$ cat src/rtl/pair_sum_accum.sv
// Frame accumulator for pair-adder sums: adds COUNT accepted sums, then holds
// the wrapped total and carry-out flag on a valid/ready output until taken.
module pair_sum_accum #(
    parameter int COUNT = 4,
    parameter int ACC_W = 8
) (
    input  logic             clk,
    input  logic             rst_n,
    input  logic             clear,
    input  logic             in_valid,
    output logic             in_ready,
    input  logic [2:0]       in_sum,
    output logic             out_valid,
    input  logic             out_ready,
    output logic [ACC_W-1:0] out_total,
    output logic             out_ovf
);

    typedef enum logic {
        ACCUM,
        DONE
    } state_t;

    localparam logic [7:0] LAST = 8'(COUNT - 1);

    state_t           state_q, state_d;
    logic [ACC_W-1:0] acc_q, acc_d;
    logic [ACC_W-1:0] total_q, total_d;
    logic [7:0]       cnt_q, cnt_d;
    logic             ovf_q, ovf_d;
    logic             outOvf_q, outOvf_d;
    logic [ACC_W:0]   sumWide;

    // The top bit of the widened sum is the carry-out for this accept.
    assign sumWide   = {1'b0, acc_q} + {{(ACC_W-2){1'b0}}, in_sum};

    assign in_ready  = (state_q == ACCUM) && rst_n;
    assign out_valid = (state_q == DONE);
    assign out_total = total_q;
    assign out_ovf   = outOvf_q;

    always_comb begin
        state_d  = state_q;
        acc_d    = acc_q;
        total_d  = total_q;
        cnt_d    = cnt_q;
        ovf_d    = ovf_q;
        outOvf_d = outOvf_q;

        if (clear) begin
            state_d  = ACCUM;
            acc_d    = '0;
            total_d  = '0;
            cnt_d    = '0;
            ovf_d    = 1'b0;
            outOvf_d = 1'b0;
        end else if (state_q == ACCUM) begin
            if (in_valid) begin
                if (cnt_q == LAST) begin
                    // Final sum goes straight to the output register; the
                    // working accumulator restarts so the next frame begins at 0.
                    state_d  = DONE;
                    total_d  = sumWide[ACC_W-1:0];
                    outOvf_d = ovf_q | sumWide[ACC_W];
                    acc_d    = '0;
                    cnt_d    = '0;
                    ovf_d    = 1'b0;
                end else begin
                    acc_d = sumWide[ACC_W-1:0];
                    ovf_d = ovf_q | sumWide[ACC_W];
                    cnt_d = cnt_q + 8'd1;
                end
            end
        end else if (out_ready) begin
            state_d  = ACCUM;
            total_d  = '0;
            outOvf_d = 1'b0;
        end
    end

    always_ff @(posedge clk or negedge rst_n) begin
        if (!rst_n) begin
            state_q  <= ACCUM;
            acc_q    <= '0;
            total_q  <= '0;
            cnt_q    <= '0;
            ovf_q    <= 1'b0;
            outOvf_q <= 1'b0;
        end else begin
            state_q  <= state_d;
            acc_q    <= acc_d;
            total_q  <= total_d;
            cnt_q    <= cnt_d;
            ovf_q    <= ovf_d;
            outOvf_q <= outOvf_d;
        end
    end

endmodule

$ cat config.mk
export PLATFORM = sky130hd
export DESIGN_NAME = pair_sum_accum
export DESIGN_NICKNAME = d
export VERILOG_FILES = /design/src/rtl/pair_sum_accum.sv
export SDC_FILE = /design/constraint.sdc
export NUM_CORES = 1
export LEC_CHECK = 0
export CAP_MARGIN = 20
export CORE_MARGIN = 2
export CORE_UTILIZATION = 53
export CTS_CLUSTER_SIZE = 24
export DETAILED_ROUTE_END_ITERATION = 8
export PLACE_DENSITY = 0.77
export RECOVER_POWER = 50
export SLEW_MARGIN = 20
export SYNTH_ARGS = -nofsm -noshare
export SYNTH_HDL_FRONTEND = slang
export SYNTH_SLANG_ARGS = --single-unit
export TNS_END_PERCENT = 20
$ cat constraint.sdc
create_clock -name clk -period 2.2 [get_ports clk]
set_input_delay 0.44 -clock clk [delete_from_list [all_inputs] [get_ports clk]]
set_output_delay 0.44 -clock clk [all_outputs]
set_load 0.02 [all_outputs]
## Yosys cells after proc, flatten, opt, wreduce, memory -nomap -nowiden

Index checks and enable logic that the tools add are counted.
Widths: inputs -> output; s select.

- Magnitude comparators: 0
- Muxes and demuxes: 27
- $mul: 0
- Equality and inequality tests: 3
- $add $sub $neg: 2
- Reduce and logical (&&, ||, !) cells: 6
- Shift operators: 0
- Bitwise operators: 2
- Divide/modulo/power cells: 0

Operators with widths:

| cell | number |
|---|---|
| $mux 8 | 13 |
| $mux 1 | 14 |
| $add 8x3->9 | 1 |
| $add 8x1->8 const B | 1 |
| $eq 8x2->1 const B | 1 |
| $reduce_bool 3->1 | 2 |
| $ne 3x3->1 const B | 1 |
| $reduce_and 3->1 | 1 |
| $ne 2x2->1 const B | 1 |
| $reduce_and 2->1 | 1 |
| $reduce_bool 2->1 | 1 |
| $logic_and 1x1->1 | 1 |
| $not 1->1 | 1 |
| $or 1x1->1 | 1 |

- Logic and storage cells: 46
- Memory bits (writable): 0
- Flip-flop bits (word level): 27
- Memory bits (read-only): 0
- Memories: 0
- Bits in latches: 0
- Output and inout port bits: 11

## Depth between registers and ports, before layout

Gate-level depths: netlist of the first run.

- Depth in word-level cells: 6
- Mapped depth: 6
- Depth with buffers taken out: 6

## Worst setup path after synthesis of the first run

OpenSTA, ideal clock, no wires.

- Path type: input -> register
- From: input in_sum[0]
- To: register ovf_q
- Data required time: 2,073 ps
- Slack: 339 ps
- Buffers on the path: 0
- Stages on the path: 6
- Arrival time: 1,733 ps
- Cell sequence: ha_1 > fa_1 > a21o_1 > and4_1 > a31oi_1 > o21ai_0

- Longest elaborated chain between the ends: 6

Ends and longest elaborated chain:

| element | line | RTL |
|---|---|---|
| start, declared | 12 | `input logic [2:0] in_sum,` |
| $add 8x3->9 | 35 | `assign sumWide = {1'b0, acc_q} + {{(ACC_W-2){1'b0}}, in_sum};` |
| $or 1x1->1 | 70 | `ovf_d = ovf_q \| sumWide[ACC_W];` |
| $mux 1 | 59 | `if (cnt_q == LAST) begin` |
| $mux 1 | 58 | `if (in_valid) begin` |
| $mux 1 | 57 | `end else if (state_q == ACCUM) begin` |
| $mux 1 | 50 | `if (clear) begin` |
| end signal, assigned | 94 | `ovf_q <= ovf_d;` |
| end, declared | 30 | `logic ovf_q, ovf_d;` |

Every way passes these cells. The select of a mux whose other input is x is not followed.
A chain may end at the register's enable or synchronous reset.

## Worst setup path in the final report of the first run

Same ends and word-level chain as after synthesis.

==> run metrics, run 1 <==
Slew Limit Fails=0; Synthesis Warnings=0; global-route wire length before repair=4.95 mm; nets=182; Detail Placement HPWL=2.18 mm; postcts setup bufs=0; synthesized area=1370 um2; n_diodes=0; status=finished clean; post-synth cell types=32; WL/cell=about 15 um; Critical Path Sink Type=register; crit share post-route=90.5%; Die Ht=54.8 um; Req. time, crit path=around 2400 ps; FMAX=502 MHz; Pwr Density=525 nW/um2; final wirelength=2.96 mm; row cnt=18; Skew-Pair Late Insertion Delay=330 ps; worst-case vdd ir drop=between 0.0004 and 0.0005 V; Final setup viols=0; MaxCap Viol Count=0; clock sinks=27; Synth Register Bits=27; area leader, netlist=dfrtp_1; antenna-violating nets left=0; CTS Root Cell=clkbuf_4; DR vias=between 1k and 1.5k; post-cts resize count=0; Pint=0.640 mW; Static Leak=0.754 nW; vias in the first global route=1090; Final Total Pwr=0.881 mW; fin area=1680 um2; P_sw=between 0.2 and 0.25 mW; sw frac=27.3%; setup_tns=0 ps; Pre-Repair DR Iteration Count=4; Crit path arrival time=2230 ps; minimum clock period=1990 ps; H-tree levels=1; CTS tree=built; Area growth, synth to finish=22.8%; Worst Tran Pin Value=1450 ps; DIE AREA=around 3000 um2; DP Area=~1700 um2; share of layout cells above drive strength 1=9.52%; GRT Overall Usage=23.0%; grt ovf=0; Fin. Hold Viols=0; # DRC=0; Synth Instances=139; Crit Path Category=input port to register; syn nets=between 150 and 200; Num CTS Buffers=3; largest net degree at the start of global routing=28; Hold Crit Class=register to register; clock-pin slew on the worst setup and hold paths=around 160 ps; top post-synthesis cells by area=dfrtp_1, o21ai_0, nand2_1, a22o_1, xnor2_1; sequential element share of the synthesized area=about 49%; initial antenna violation count=0; Placer Congestion=~0.84; worst relative slew slack=between 3 and 4%; Core Footprint=2450 um2; Worst Reg-to-Reg Cells=6; initial DRC count=32; initial core utilization=55.7%; IO Count=19; Combinational Power Share=15.3%; sequential power share=58.9%; Longest Clk Path Bufs=2; critical path fanouts, max=4; Hold Path Depth=2; crit path launch type=input port; clk_skew=14.0 ps; WHS=501 ps; # fillers=197; Clk network pwr share=25.8%; CTS Hold Bufs=0; Avg Vias per Cell=5.75; Final Worst Setup Slack=~210 ps; port bufs=18; unrepaired setup endpoints after global routing=false; die width=54.8 um; Synth top area share=49.5%; Syn Area/Cell=between 9 and 10 um2; pre-CTS setup slack=-151 ps
## area by class of cell
type,instances,area [um2],share of cell area (%)
timing repair buffer,30,265,15.8
clock buffer,3,22.5,1.34
sequential,27,676,40.3
inverter,2,7.51,0.447
multi-input combinational,105,662,39.4
clock inverter,1,7.51,0.447
tap,30,37.5,2.24
## per-stage QoR
step	utilization, %	std cells
final	68.3	198
after global routing	68.3	198
after CTS	68.6	198
after detailed placement	67.3	194
after global placement	67.3	194
after floorplan	-	139
## power by group through the flow
| stage | registers [mW] | logic, mW | clock network (mW) |
|---|---|---|---|
| floorplan | 0.525 | 0.0725 | 0 |
| global placement | 0.527 | 0.132 | 0 |
| detailed placement | 0.528 | 0.136 | 0 |
| CTS | 0.519 | 0.136 | 0.227 |
| global route | 0.521 | 0.150 | 0.243 |
| finish | 0.519 | 0.134 | 0.227 |
## final timing paths
kind	from	endpoint	slack (ps)
max	in_sum[0]	ovf_q	210
min	out_total[4]	out_total[4]	500
max reg2reg	acc_q[0]	ovf_q	340
min reg2reg	out_total[4]	out_total[4]	500
max in group asynchronous	rst_n	cnt_q[3]	370
min in group asynchronous	rst_n	out_total[3]	980
## per-layer routing
layer / vias to the layer above / track usage [%] / part of all wire, %
li1: 552 / - / -
met2: 35 / 35.1 / 45
met4: 0 / 6.25 / 1.2
met5: - / 0 / 0
met1: 547 / 34.0 / 49
met3: 5 / 2.73 / 4.9
## cell usage after synthesis
library cell and count:
and3_1 3, a21o_1 4, o21a_1 1, or3b_1 1, nor3_1 1, o21ai_0 19, clkbuf_1 3, nor3b_1 1
buf_2 2, nor2_1 4, or4_1 1, inv_1 2, nand3_1 4, a22o_1 7, fa_1 1, or3_1 1
nor4b_2 1, xnor2_1 6, or2_2 1, nand2b_1 2, nand4_1 2, and4_1 1, xor2_1 1, a31oi_1 2
ha_1 4, dfrtp_1 27, nor2b_1 3, and2_1 2, o41ai_1 1, nand2_1 20, mux2i_1 2, a21oi_1 9
## state kept, by name (all words and copies together) (netlist names)
| name | flops |
|---|---|
| acc_q | 8 |
| cnt_q | 8 |
| out_total | 8 |
| out_ovf | 1 |
| out_valid | 1 |
| ovf_q | 1 |
## worst max-delay path, cell delays in order
cell and delay (ps):
clkdlybuf4s50_1 410, ha_1 230, fa_1 380, a21o_1 200, and4_1 240, a31oi_1 220, o21ai_0 100
## cell usage in the layout, fill, tap and decap left out, drive strengths merged, types with 4 or more instances in the layout
cell	synthesis	layout
a21o	4	4
nand3	4	4
buf	2	10
dfrtp	27	27
clkbuf	3	5
xnor2	6	6
a22o	7	7
ha	4	4
clkdlybuf4s50	0	17
o21ai	19	19
nor2	4	4
nand2	20	20
a21oi	9	9
## kinds of logic (layout without fill, tap and decap cells)
logic type | count (synthesis) | count (layout) | share of synthesized area [%]
compound gates | 43 | 43 | 19.0
simple gates | 48 | 48 | 18.3
fa+ha+maj | 5 | 5 | 5.13
mux | 2 | 2 | 1.47
buf+inv | 7 | 36 | 2.11
xor+xnor | 7 | 7 | 4.49
flops | 27 | 27 | 49.5
(Power assumes the default switching activity.)
==> run 2: changes to the inputs <==
--- a/config.mk
+++ b/config.mk
@@ -7,10 +7,10 @@
 export LEC_CHECK = 0
 export CAP_MARGIN = 20
 export CORE_MARGIN = 2
-export CORE_UTILIZATION = 53
+export CORE_UTILIZATION = 45
 export CTS_CLUSTER_SIZE = 24
 export DETAILED_ROUTE_END_ITERATION = 8
-export PLACE_DENSITY = 0.77
+export PLACE_DENSITY = 0.67
 export RECOVER_POWER = 50
 export SLEW_MARGIN = 20
 export SYNTH_ARGS = -nofsm -noshare
==> run 2 against run 1 <==
Non-clock buffer count is 2 higher. Critical path depth is 4 lower. Combinational power hardly changed. Register-to-register slack worse by 130 ps. Via count is 1.1% higher. Flip-flop and latch count stayed put. Clock-buffer cell count stayed put. Worst hold slack better by 2.7 ps. Sequential power hardly changed. Sequential share of layout area is 0.090 points lower. Final cell count is 1.5% higher. Largest power group unchanged. Highest routed layer unchanged.
==> run metrics, run 2 (synthesis gave the netlist of run 1 again) <==
cell family with the largest share of critical-path delay=buffers and inverters; CTS Root Cell=clkbuf_4; final wirelength=2.90 mm (-2.3%); antenna-violating nets left=0 (unchanged); CTS tree=built; Hold Crit Class=register to register; port bufs=18 (unchanged); Num CTS Buffers=3 (unchanged); DIE AREA=3490 um2 (+16%); initial antenna violation count=0 (unchanged); status=finished clean; crit share post-route=94.9% (+4.4 points); setup_tns=0 ps (unchanged); clock sinks=27 (unchanged); highest-count cells in the layout ignoring fill and taps=dfrtp_1, nand2_1, o21ai_0, clkdlybuf4s50_1, buf_4; die width=59.1 um (+7.9%); Clk network pwr share=26.0% (+0.2 points); Crit path arrival time=1650 ps (-580 ps); minimum clock period=2090 ps (+96.3 ps); Worst path depth=3 (-4); Avg Vias per Cell=5.73 (-0.45%); largest net degree at the start of global routing=28 (unchanged); Worst Reg-to-Reg Cells=6 (unchanged); Pwr Density=526 nW/um2 (+0.26%); share of layout cells above drive strength 1=9.41% (-0.11 points); Core Footprint=2830 um2 (+15%); crit-path cells=clkdlybuf4s50_1, nor2b_1, clkdlybuf4s50_1; post-cts resize count=0 (unchanged); Crit Path Category=input port to output port; Pint=0.642 mW (+0.32%); routing usage on met2=29.5% (-5.6 points); met1 Use GR=26.2% (-7.8 points); Critical Path Sink Type=output port; postcts setup bufs=0 (unchanged); worst-case vdd ir drop=0.000327 V (-18%); CP most frequent cell=clkdlybuf4s50_1; fin area=1680 um2 (+0.22%); Longest Clk Path Bufs=2 (unchanged); crit path launch type=input port; WL/cell=14.4 um (-3.7%); DP Area=1670 um2 (+0.98%); Hold Path Depth=2 (unchanged); Area growth, synth to finish=23.1%; clock-pin slew on the worst setup and hold paths=170 ps (about the same); clk_skew=15.3 ps (+1.25 ps); sw frac=27.4% (+0.12 points); nets=184 (+1.1%); # DRC=0 (unchanged); H-tree levels=1 (unchanged); critical path fanouts, max=2 (-2); Skew-Pair Late Insertion Delay=340 ps (about the same); n_diodes=0 (unchanged); Slew Limit Fails=0 (unchanged); Detail Placement HPWL=2.21 mm (+1.4%); Fin. Hold Viols=0 (unchanged); slowest stage cell, crit path=clkdlybuf4s50_1; FMAX=479 MHz (-4.6%); Worst Tran Pin Value=1420 ps (-28.6 ps); WP buf/inv=2 (+1); CTS Hold Bufs=0 (unchanged); GRT Overall Usage=18.8% (-4.2 points); GR Util met3=1.97% (-0.77 points); initial core utilization=48.3% (-7.4 points); grt ovf=0 (unchanged); worst relative slew slack=5.43% (+1.9 points); Placer Congestion=0.793 (-5.9%); global-route wire length before repair=4.95 mm (unchanged); Die Ht=59.1 um (+7.9%); Static Leak=0.748 nW (-0.79%); Combinational Power Share=15.4% (about the same); sequential power share=58.6% (-0.3 points); P_sw=0.243 mW (+0.92%); MaxCap Viol Count=0 (unchanged); Worst path max stage delay=610 ps (+200 ps); IO Count=19 (unchanged); Final setup viols=0 (unchanged); GR peak layer=met2; DR vias=1151 (+1.1%); initial DRC count=37 (+16%); Pre-Repair DR Iteration Count=4 (unchanged); Req. time, crit path=1760 ps (-680 ps); most common cell after layout, fill and taps aside=dfrtp_1; row cnt=19 (+1); unrepaired setup endpoints after global routing=false; vias in the first global route=1099 (+0.83%)
run 2: changes by cell type in the layout (fill, tap and decap cells not counted), sizes merged:
cell           change
clkdlybuf4s50      +1
dlymetal6s2s       -1
clkbuf             +1
buf                +1
run 2: layout make-up:
cell class	instances	area, um2
Clock buffer	3	22.5
Clock inverter	1	7.51
Fill cell	259	1150
Inverter	2	7.51
Multi-Input combinational cell	105	656
Sequential cell	27	676
Tap cell	31	38.8
Timing Repair Buffer	32	274
run 2: worst min-delay path, cell delays in order, from the launching register on:
cell and delay [ps]:
dfrtp_1 370, nand2_1 40, o21ai_0 60
run 2: final timing paths:
| kind | startpoint | to | slack [ps] |
|---|---|---|---|
| min in group asynchronous | rst_n | acc_q[7] | 890 |
| max in group asynchronous | rst_n | cnt_q[2] | 470 |
| hold / removal | out_total[4] | out_total[4] | 500 |
| setup reg to reg | cnt_q[0] | out_total[2] | 210 |
| hold reg to reg | out_total[4] | out_total[4] | 500 |
| setup / recovery | rst_n | in_ready | 110 |
run 2: metal layers:
layer / vias up / routed length (um)
met5: - / 0
met4: 0 / 37
met3: 4 / 78
met2: 20 / 1350
met1: 567 / 1430
li1: 560 / -
run 2: power groups by stage:
stage | Sequential, mW | Combinational (mW) | Clock [mW]
2_1_floorplan | 0.525 | 0.0725 | 0
3_3_place_gp | 0.527 | 0.137 | 0
3_5_place_dp | 0.528 | 0.138 | 0
4_1_cts | 0.519 | 0.140 | 0.235
5_1_grt | 0.520 | 0.154 | 0.247
6_report | 0.519 | 0.136 | 0.230
run 2: stage by stage:
step	hold WS (ps)	util [%]	cells	total power, mW	setup WS (ps)
after floorplan	144	-	139	0.597	339
after global placement	463	59.0	197	0.664	-120
after detailed placement	473	59.0	197	0.666	-188
after CTS	492	60.1	201	0.893	99.2
after global routing	534	59.4	201	0.921	39.0
final	504	59.4	201	0.885	113
==> run 3: changes to the inputs <==
--- a/config.mk
+++ b/config.mk
@@ -5,13 +5,14 @@
 export SDC_FILE = /design/constraint.sdc
 export NUM_CORES = 1
 export LEC_CHECK = 0
-export CAP_MARGIN = 20
+export CAP_MARGIN = 15
 export CORE_MARGIN = 2
 export CORE_UTILIZATION = 45
 export CTS_CLUSTER_SIZE = 24
 export DETAILED_ROUTE_END_ITERATION = 8
-export PLACE_DENSITY = 0.67
+export PLACE_DENSITY = 0.68
 export RECOVER_POWER = 50
+export SKIP_CTS_REPAIR_TIMING = 1
 export SLEW_MARGIN = 20
 export SYNTH_ARGS = -nofsm -noshare
 export SYNTH_HDL_FRONTEND = slang
==> run 3 against run 2 <==
Global-route usage rose by 0.10 points. Largest power group unchanged. Worst setup slack improved by 11 ps. Maximum frequency up 0.51%. Power fell by 0.43%. Sequential share of layout area grew 0.12 points.
==> run metrics, run 3 (synthesis gave the netlist of run 1 again) <==
Combinational Power Share=15.1% (-0.3 points); Num CTS Buffers=3 (unchanged); slack of the worst reg-to-reg path=280 ps (+70 ps); WL/cell=14.4 um (-0.33%); Fin. Hold Viols=0 (unchanged); Core Footprint=2830 um2 (unchanged); Crit path arrival time=1640 ps (about the same); clk_skew=3.17 ps (-12.1 ps); # DRC=0 (unchanged); n_diodes=0 (unchanged); worst relative slew slack=3.44% (-2.0 points); nets=183 (-0.54%); Pwr Density=526 nW/um2 (-0.13%); FMAX=482 MHz (+0.51%); final wirelength=2.87 mm (-0.83%); minimum clock period=2080 ps (-10.6 ps); Die Ht=59.1 um (unchanged); Pre-Repair DR Iteration Count=4 (unchanged); share of layout cells above drive strength 1=8.88% (-0.54 points); CTS tree=built; grt ovf=0 (unchanged); Longest Clk Path Bufs=2 (unchanged); Worst Setup EP=in_ready; DIE AREA=3490 um2 (unchanged); Critical path origin=rst_n; crit share post-route=94.4% (-0.48 points); row cnt=19 (unchanged); CTS Root Cell=clkbuf_4; initial core utilization=48.3% (unchanged); port bufs=18 (unchanged); DR vias=1172 (+1.8%); Critical Path Sink Type=output port; Area growth, synth to finish=22.7%; initial DRC count=49 (+32%); highest-count cells in the layout ignoring fill and taps=dfrtp_1, nand2_1, o21ai_0, clkdlybuf4s50_1; RR Endpoint=ovf_q; die width=59.1 um (unchanged); worst r2r src=acc_q[0]; Clk network pwr share=26.0% (about the same); Worst Tran Pin Value=1450 ps (+29.9 ps); vias in the first global route=1131 (+2.9%); DP Area=1660 um2 (-0.45%); largest net degree at the start of global routing=28 (unchanged); clock-pin slew on the worst setup and hold paths=160 ps (about the same); Pint=0.640 mW (-0.35%); Slew Limit Fails=0 (unchanged); crit path launch type=input port; unrepaired setup endpoints after global routing=false; Hold Crit Class=register to register; Req. time, crit path=1760 ps (about the same); Placer Congestion=0.825 (+3.9%); initial antenna violation count=0 (unchanged); status=finished clean; Crit Path Category=input port to output port; Avg Vias per Cell=5.86 (+2.3%); clock sinks=27 (unchanged); MaxCap Viol Count=0 (unchanged); global-route wire length before repair=5.08 mm (+2.5%); critical path fanouts, max=2 (unchanged); Final setup viols=0 (unchanged); antenna-violating nets left=0 (unchanged); IO Count=19 (unchanged); Skew-Pair Late Insertion Delay=330 ps (about the same); sequential power share=58.9% (+0.3 points); most common cell after layout, fill and taps aside=dfrtp_1; H-tree levels=1 (unchanged); fin area=1680 um2 (-0.30%); P_sw=0.241 mW (-0.65%); Static Leak=0.742 nW (-0.72%); sw frac=27.4% (-0.061 points); GRT Overall Usage=18.9% (+0.10 points); Worst Reg-to-Reg Cells=6 (unchanged); Final Total Pwr=0.881 mW (-0.43%); Detail Placement HPWL=2.21 mm (-0.14%); worst-case vdd ir drop=0.000343 V (+5.0%)
[run 3: layout make-up]
cell class,instances,area (um2)
clock inverters,1,7.51
clock buffers,3,22.5
fillers,262,1150
inverters,2,7.51
multi-input cells,105,662
flip-flops and latches,27,676
repair buffers,31,263
well taps,31,38.8
[run 3: how the worst min path moves through the flow]
stage,to,start,slack [ps],cells after the start
floorplan,acc_q[0],rst_n,140,0
global placement,out_total[2],out_total[2],470,2
detailed placement,out_total[4],out_total[4],470,2
CTS,out_total[1],rst_n,510,2
global route,out_total[6],out_total[6],530,2
finish,out_total[2],out_total[2],500,2
[run 3: routing by layer]
metal  wire length (um)  vias to the layer above  track usage, %  share of wire [%]
met5                  0                        -               0                  0
met1               1440                      579            26.8                 50
met3                113                        4            2.18                3.9
li1                   -                      563               -                  -
met2               1290                       26            30.3                 45
met4                 30                        0            5.84                1.0
[run 3: critical path, cell delays in order]
cell             delay [ps]
clkdlybuf4s50_1         470
nor2b_1                 120
clkdlybuf4s50_1         600
[run 3: power groups by stage]
stage                     Clock [mW]  Sequential (mW)  Combinational [mW]
after global routing           0.251            0.521               0.151
after global placement             0            0.527               0.135
after CTS                      0.232            0.519               0.139
after detailed placement           0            0.528               0.138
after floorplan                    0            0.525              0.0725
final                          0.229            0.519               0.133
[run 3: metrics by stage]
step | setup slack [ps] | util, % | TNS (ps) | instances | hold WS [ps]
floorplan | 339 | - | 0 | 139 | 144
global placement | -104 | 58.7 | -362 | 196 | 466
detailed placement | -188 | 58.7 | -621 | 196 | 475
CTS | 107 | 59.8 | 0 | 200 | 506
global route | 69.1 | 59.3 | 0 | 200 | 527
finish | 124 | 59.3 | 0 | 200 | 501
